$ cat config.mk
export PLATFORM = sky130hd
export DESIGN_NAME = mem_arbiter
export DESIGN_NICKNAME = d
export VERILOG_FILES = /design/src/rtl/cpu_types_pkg.sv /design/src/rtl/mem_arbiter_starve_ctr.sv /design/src/rtl/mem_arbiter.sv
export SDC_FILE = /design/constraint.sdc
export NUM_CORES = 1
export LEC_CHECK = 0
export CAP_MARGIN = 25
export CELL_PAD_IN_SITES_DETAIL_PLACEMENT = 1
export CELL_PAD_IN_SITES_GLOBAL_PLACEMENT = 2
export CORE_UTILIZATION = 10
export CTS_CLUSTER_SIZE = 12
export DETAILED_ROUTE_END_ITERATION = 8
export PLACE_DENSITY = 0.95
export SYNTH_ARGS = -nofsm -noshare
export SYNTH_HDL_FRONTEND = slang
export SYNTH_SLANG_ARGS = --single-unit
$ cat constraint.sdc
create_clock -name CLK -period 1.5 [get_ports CLK]
set_input_delay 0.225 -clock CLK [delete_from_list [all_inputs] [get_ports CLK]]
set_output_delay 0.225 -clock CLK [all_outputs]
set_load 0.02 [all_outputs]
$ cat src/rtl/cpu_types_pkg.sv
// Shared CPU-side types for the memory arbiter: the word type, the RAM handshake
// states and the arbiter FSM encoding. Also holds a width helper for the
// anti-starvation counter.
package cpu_types_pkg;

  typedef logic [31:0] word_t;

  typedef enum logic [1:0] {
    FREE   = 2'd0,
    BUSY   = 2'd1,
    ACCESS = 2'd2,
    ERROR  = 2'd3
  } ramstate_t;

  typedef enum logic [1:0] {
    IDLE   = 2'd0,
    DGRANT = 2'd1,
    IGRANT = 2'd2
  } arb_state_t;

  // Bits needed to hold the values 0..max inclusive (at least one bit).
  function automatic int ctr_width(input int unsigned max);
    if (max < 2) return 1;
    return $clog2(max + 1);
  endfunction

endpackage

$ cat src/rtl/mem_arbiter_starve_ctr.sv
// starve_ctr: saturating up-counter of icache stall cycles. inc advances the
// count until it reaches MAX_IWAIT, clr returns it to zero (clr wins), and sat
// reports that the icache has waited long enough to preempt the dcache.
module starve_ctr
  import cpu_types_pkg::*;
#(
  parameter int unsigned MAX_IWAIT = 8
) (
  input  logic CLK,
  input  logic RST,
  input  logic inc,
  input  logic clr,
  output logic sat
);

  localparam int W = ctr_width(MAX_IWAIT);
  localparam logic [W-1:0] MAXV = W'(MAX_IWAIT);

  logic [W-1:0] cnt;

  // Count stall cycles, holding at the limit until the icache completes.
  always_ff @(posedge CLK or posedge RST) begin
    if (RST) begin
      cnt <= '0;
    end else if (clr) begin
      cnt <= '0;
    end else if (inc && (cnt != MAXV)) begin
      cnt <= cnt + 1'b1;
    end
  end

  assign sat = (cnt >= MAXV);

endmodule

$ cat src/rtl/mem_arbiter.sv
// mem_arbiter: sole master of the single-port RAM, sitting below icache and
// dcache. The dcache has fixed priority; an icache that has stalled MAX_IWAIT
// cycles takes the next grant unless the dcache is in the middle of a two-word
// block (first word at daddr[2]==0), which is never split.
// Grant state is registered; RAM controls and the owner's wait/load are decoded
// combinationally from it so a RAM ACCESS completes the owner in the same cycle.
// Optional feature macro: ARB_STATS_EN adds icount/dcount completion counters;
// without it both outputs are tied to zero.
module mem_arbiter
  import cpu_types_pkg::*;
#(
  parameter int unsigned MAX_IWAIT = 8
) (
  input  logic        CLK,
  input  logic        RST,
  input  logic        iREN,
  input  logic [31:0] iaddr,
  output logic        iwait,
  output logic [31:0] iload,
  input  logic        dREN,
  input  logic        dWEN,
  input  logic [31:0] daddr,
  input  logic [31:0] dstore,
  output logic        dwait,
  output logic [31:0] dload,
  output logic        ramREN,
  output logic        ramWEN,
  output logic [31:0] ramaddr,
  output logic [31:0] ramstore,
  input  logic [31:0] ramload,
  input  logic [1:0]  ramstate,
  output logic [31:0] icount,
  output logic [31:0] dcount
);

  arb_state_t state;
  logic       blk_lock;
  logic       starve_sat;
  logic       dreq;
  logic       ram_acc;
  logic       d_done;
  logic       i_done;

  assign dreq    = dREN | dWEN;
  assign ram_acc = (ramstate_t'(ramstate) == ACCESS);
  assign d_done  = (state == DGRANT) && dreq && ram_acc;
  assign i_done  = (state == IGRANT) && iREN && ram_acc;

  starve_ctr #(
    .MAX_IWAIT(MAX_IWAIT)
  ) u_starve (
    .CLK(CLK),
    .RST(RST),
    .inc(iREN && (state != IGRANT)),
    .clr(i_done),
    .sat(starve_sat)
  );

  // Grant FSM and block lock: choose an owner in IDLE, return to IDLE on
  // completion or when the owner withdraws its request.
  always_ff @(posedge CLK or posedge RST) begin
    if (RST) begin
      state    <= IDLE;
      blk_lock <= 1'b0;
    end else begin
      case (state)
        IDLE: begin
          if (!dreq) blk_lock <= 1'b0;
          if (blk_lock && dreq)        state <= DGRANT;
          else if (starve_sat && iREN) state <= IGRANT;
          else if (dreq)               state <= DGRANT;
          else if (iREN)               state <= IGRANT;
        end
        DGRANT: begin
          if (d_done) begin
            state    <= IDLE;
            blk_lock <= ~daddr[2];
          end else if (!dreq) begin
            state <= IDLE;
          end
        end
        IGRANT: begin
          if (i_done || !iREN) state <= IDLE;
        end
        default: state <= IDLE;
      endcase
    end
  end

  // Route the owner onto the RAM; the non-owner always sees wait=1, load=0.
  always_comb begin
    iwait    = 1'b1;
    dwait    = 1'b1;
    iload    = '0;
    dload    = '0;
    ramREN   = 1'b0;
    ramWEN   = 1'b0;
    ramaddr  = '0;
    ramstore = '0;
    case (state)
      DGRANT: begin
        if (dreq) begin
          ramWEN   = dWEN;
          ramREN   = dREN & ~dWEN;
          ramaddr  = daddr;
          ramstore = dstore;
          if (ram_acc) begin
            dwait = 1'b0;
            dload = ramload;
          end
        end
      end
      IGRANT: begin
        if (iREN) begin
          ramREN  = 1'b1;
          ramaddr = iaddr;
          if (ram_acc) begin
            iwait = 1'b0;
            iload = ramload;
          end
        end
      end
      default: ;
    endcase
  end

`ifdef ARB_STATS_EN
  // Completed-transaction counters, wrapping naturally at 2^32.
  always_ff @(posedge CLK or posedge RST) begin
    if (RST) begin
      icount <= '0;
      dcount <= '0;
    end else begin
      if (i_done) icount <= icount + 32'd1;
      if (d_done) dcount <= dcount + 32'd1;
    end
  end
`else
  assign icount = '0;
  assign dcount = '0;
`endif

endmodule
# Word level (Yosys, flattened, before mapping)
# Cells that the tools add are included.
totals:
  reg_bits: 7
  input_bits: 135
  out_inout_bits: 196
  wordCells: 67
op_classes:
  addsub: 1
  magnitude_cmp: 1
  n_eq_ne: 10
  n_mux: 33
  bitwise_logic: 4
  n_reduce_logical: 15
op_table:
  columns: ["op", "n"]
  rows:
  - ["$mux W32", 9]
  - ["$pmux W32 S2", 1]
  - ["$mux W2", 7]
  - ["$mux W1", 11]
  - ["$logic_and A1 B1 Y1", 8]
  - ["$mux W4", 2]
  - ["$ne A2 B2 Y1 const B", 3]
  - ["$pmux W2 S3", 1]
  - ["$reduce_and A3 Y1", 2]
  - ["$ne A5 B5 Y1 const B", 1]
  - ["$add A4 B1 Y4 const B", 1]
  - ["$eq A2 B2 Y1 const B", 2]
  - ["$ge A4 B4 Y1 const B", 1]
  - ["$ne A4 B4 Y1 const B", 1]
  - ["$pmux W1 S2", 2]
  - ["$reduce_bool A2 Y1", 2]
  - ["$ne A3 B3 Y1 const B", 1]
  - ["$eq A2 B1 Y1 const B", 1]
  - ["$logic_not A2 Y1", 1]
  - ["$ne A2 B1 Y1 const B", 1]
  - ["$not A1 Y1", 2]
  - ["$and A1 B1 Y1", 1]
  - ["$logic_not A1 Y1", 1]
  - ["$logic_or A1 B1 Y1", 1]
  - ["$or A1 B1 Y1", 1]

# Longest topological paths before layout
depth:
  word_depth: 6
  depth_mapped: 8
  mapped_depth_nobuf: 7

# Cells and area by module
# Synthesis repeated with hierarchy kept, for this count alone.
unflattened:
  hier_cells: 315
  hier_area_um2: 2337.2
by_module_without_submodules:
  columns: ["mod", "n_inst", "cells_per_inst", "area_each_um2", "seq_area_each_um2"]
  rows:
  - ["mem_arbiter", 1, 290, 2084.5, 75.1]
  - ["starve_ctr", 1, 25, 252.7, 100.1]

# Worst setup path before layout
# OpenSTA, ideal clock, no wires.
synth_path:
  path_kind: "register to output"
  startpoint: "reg state[0]"
  endpoint: "out ramaddr[0]"
  arrival_time_ps: 1459
  t_required_ps: 1275
  path_slack_ps: -184
  stages_incl_launch_ff: 8
  n_path_buf: 2
  path_cell_list: "dfrtp_1 -> inv_1 -> ha_1 -> and2_1 -> buf_4 -> buf_2 -> a22oi_1 -> nor2b_1"
synth_between:
  elab_chain_cells: 2
  elab_cells_between_ends: 3
  cone_classes: "eq/ne: 2; mux: 1"
synth_rtl:
  columns: ["element", "line_no", "source"]
  rows:
  - ["start: declaration", "mem_arbiter.sv:36", "arb_state_t state;"]
  - ["start signal: assignment", "mem_arbiter.sv:63", "state <= IDLE;"]
  - ["start signal: assignment", "mem_arbiter.sv:69", "if (blk_lock && dreq) state <= DGRANT;"]
  - ["start signal: assignment", "mem_arbiter.sv:70", "else if (starve_sat && iREN) state <= IGRANT;"]
  - ["$eq A2 B2 Y1 or $eq A2 B1 Y1 (tied branches)", "mem_arbiter.sv:100", "case (state)"]
  - ["$pmux W32 S2 (*)", "mem_arbiter.sv:100", null]
  - ["end: declaration", "mem_arbiter.sv:28", "output logic [31:0] ramaddr,"]
# Mark *: on every way between the ends. The rest lies on a longest branch, timed or not.

# Worst setup path after layout
layout_path:
  startpoint: "reg state[0]"
  endpoint: "out ramaddr[1]"
# The elaborated chain is that of the path after synthesis.

==> metrics.cfg <==
[run_status]
status=complete, but fails checks
violations=setup timing

[timing]
hold_viol=0
finalSetupTns_ns=-57.74
fin_crit_sh_pct=136
skew_ns=0.000851
finalMaxSlewViolations=0
max_freq_ghz=0.492
setup_viol=136
finalWorstPathRequiredPeriod_ns=2.03
rsz0062_at_grt=true
fin_ws_ns=-0.533

[worst_setup_path]
slowest_delay_ns=0.40
cp.arrival_ns=1.81
r2r_slack_ns=-0.18
setup.worst_path.end_class=primary output
crit_top_cell=buf_6
cp_slowest_cell=dfrtp_1
crit_chain=buf_6 -> ha_4 -> o21a_4 -> buf_12 -> buf_16 -> a22oi_2 -> nor2b_4 -> buf_6
crit_type=reg2out
crit_family=buffers and inverters
r2r-end=blk_lock
cp_max_fo=6
startpoint_type=flop
critPathRequiredTime_ns=1.27
worst-path-buf-inv=4
r2r-start=state[1]
rr_worst_depth=8
path_depth=8

[job]
maxCapViolCount=0

[clock_tree]
h-tree-depth=1
cts_buffer_depth=2
cts_tree=built
cts_sinks=7
insertion_delay_ns=0.23
cts_buffers=3
clk_pin_slew_ns=0.04
clock-root-buffer=clkbuf_16

[global_routing]
grt_pass1_vias=3259
grt_start_max_net_pins=37
grt-ovfl-total=0
grt.total_usage_pct=10.6
antenna_found_initial=0
grt_pass1_wl_um=18400

[place]
placed_cells=844
port_buffers=266
gp_congestion=0.734
hpwl_um=9300
placed_area_mm2=0.00540

[routing]
wl_um=14600
dr.first_iter.drc_count=54
vias=3270
route.detailed.drc=0
drtPass1Iterations=4
wl_per_cell_um=16.6
ant_nets=0
via_per_inst=3.72

[layout]
antenna_cells=0
nets=745
layout_common_cells=134 x clkdlybuf4s50_1, 67 x buf_6, 66 x buf_4, 64 x conb_1, 49 x and3_4
final_common_cell=clkdlybuf4s50_1
stdcell_area_mm2=0.00628
area_growth_pct=187
stdcell_count=879
fillers=2458
layout-drive-gt1-share_pct=59.9

[power]
pwr-share-seq_pct=5.2
power.density_mw_per_mm2=1090
cellLeakagePower_nw=2.74
cell_internal_pwr_mw=3.93
p_comb_share_pct=88.2
vdd_drop_max_v=0.000371
p_switching_mw=2.92
pwr-share-clk_pct=6.6
p_sw_share_pct=42.7

[die]
num_io_pins=331
die_height_um=150
fp-row-count=53
core_area_mm2=0.0212
start_util_pct=10.3
dieArea_mm2=0.0225
dieWidth_um=150

[synthesis]
synth_top_area_cell=buf_4
synth.avg_cell_area_um2=7.12
postSynthRegisterBits=7
seq_area_frac_synth_pct=8.01
synth_top_area_share_pct=23.4
synthCells=307
ys.warnings.count=0
synth.distinct_cells=33
synthTopCellsByArea=buf_4 23%, and3_1 18%, a22oi_1 11%, and2_1 10%, nor2b_1 9.4%
synth_area_mm2=0.00219

[hold_path]
hp-class=in2async

## metal layers
layer  up-vias  part of all wire, %  global-route usage (%)
met1      1537                   40                    12.0
met5         -                    0                       0
li1       1527                    -                       -
met2       201                   51                    20.9
met4         0                 0.36                   0.960
met3         5                  8.1                    2.07
## cells in the mapped netlist
library cell  instances
o41ai_1               1
nand3b_1              2
and3b_1               1
o21a_1                1
nor2b_2               1
o21ai_0               4
a21oi_1               1
clkbuf_1             16
a21boi_0              1
nand3_1               3
o31ai_1               1
and3_1               64
ha_1                  5
o211ai_1              2
and2_1               35
nor4_1                1
buf_8                 1
buf_6                 4
nor2_1                3
nand4_1               1
nor2b_1              33
conb_1                1
nand2_1               2
nand2_4               1
inv_1                 7
buf_4                68
xnor2_1               1
a22oi_1              32
mux2i_1               1
o21ai_1               2
buf_2                 3
o311ai_2              1
dfrtp_1               7
## registers in the layout, summed over array words and instances (netlist names)
register      flops
blk_lock          1
state             2
u_starve.cnt      4
## final cells by class
type                    instances  area [um2]  share of cell area, %
repair buffers                321        3440                   54.8
multi-input cells             265        2210                   35.3
well taps                     275         344                   5.48
flip-flops and latches          7         175                   2.79
clock buffers                   4        78.8                   1.26
inverters                       7        26.3                  0.419
## kinds of logic after synthesis
logic type / Yosys count / share of synthesized area (%)
AOI/OAI and AO/OA: 46 / 15.5
xor gates and xnor gates: 1 / 0.401
adders and majority gates: 5 / 2.86
buffers and inverters: 99 / 30.7
DFF: 7 / 8.01
muxes: 1 / 0.458
other: 1 / 0.172
and+or+nand+nor: 147 / 41.9
## worst max-delay path by stage
stage,from,slack [ns],to
CTS,state[0],-0.55,ramaddr[18]
detailed placement,dREN,-0.81,ramaddr[16]
floorplan,state[1],-0.06,ramaddr[11]
global route,state[0],-0.57,ramaddr[1]
global placement,dREN,-0.79,ramaddr[16]
finish,state[0],-0.53,ramaddr[1]
## through the flow
| step | total power [mW] | utilization, % | setup slack, ns | hold WS, ns |
|---|---|---|---|---|
| 2_1_floorplan | 2.93 | - | -0.0624 | 0.0284 |
| 3_3_place_gp | 4.57 | 25.5 | -0.790 | 0.483 |
| 3_5_place_dp | 4.66 | 25.5 | -0.808 | 0.489 |
| 4_1_cts | 6.53 | 27.7 | -0.554 | 0.256 |
| 5_1_grt | 7.25 | 29.6 | -0.571 | 0.304 |
| 6_report | 6.85 | 29.6 | -0.533 | 0.239 |
## power by group through the flow
| stage | clock network, mW | logic (mW) | registers, mW |
|---|---|---|---|
| global route | 0.467 | 6.42 | 0.365 |
| finish | 0.454 | 6.04 | 0.356 |
| floorplan | 0 | 2.60 | 0.331 |
| CTS | 0.458 | 5.72 | 0.353 |
| detailed placement | 0 | 4.30 | 0.355 |
| global placement | 0 | 4.22 | 0.350 |
## timing repair
action / CTS / global route
buffers inserted: 9 / 7
resized for setup: 684 / 102
endpoints found under the setup margin: 139 / 139
cloned: 11 / 8
hold buffers: 0 / 0
pin swaps: 20 / 18
Note: power is estimated with default switching activity, not from simulation.
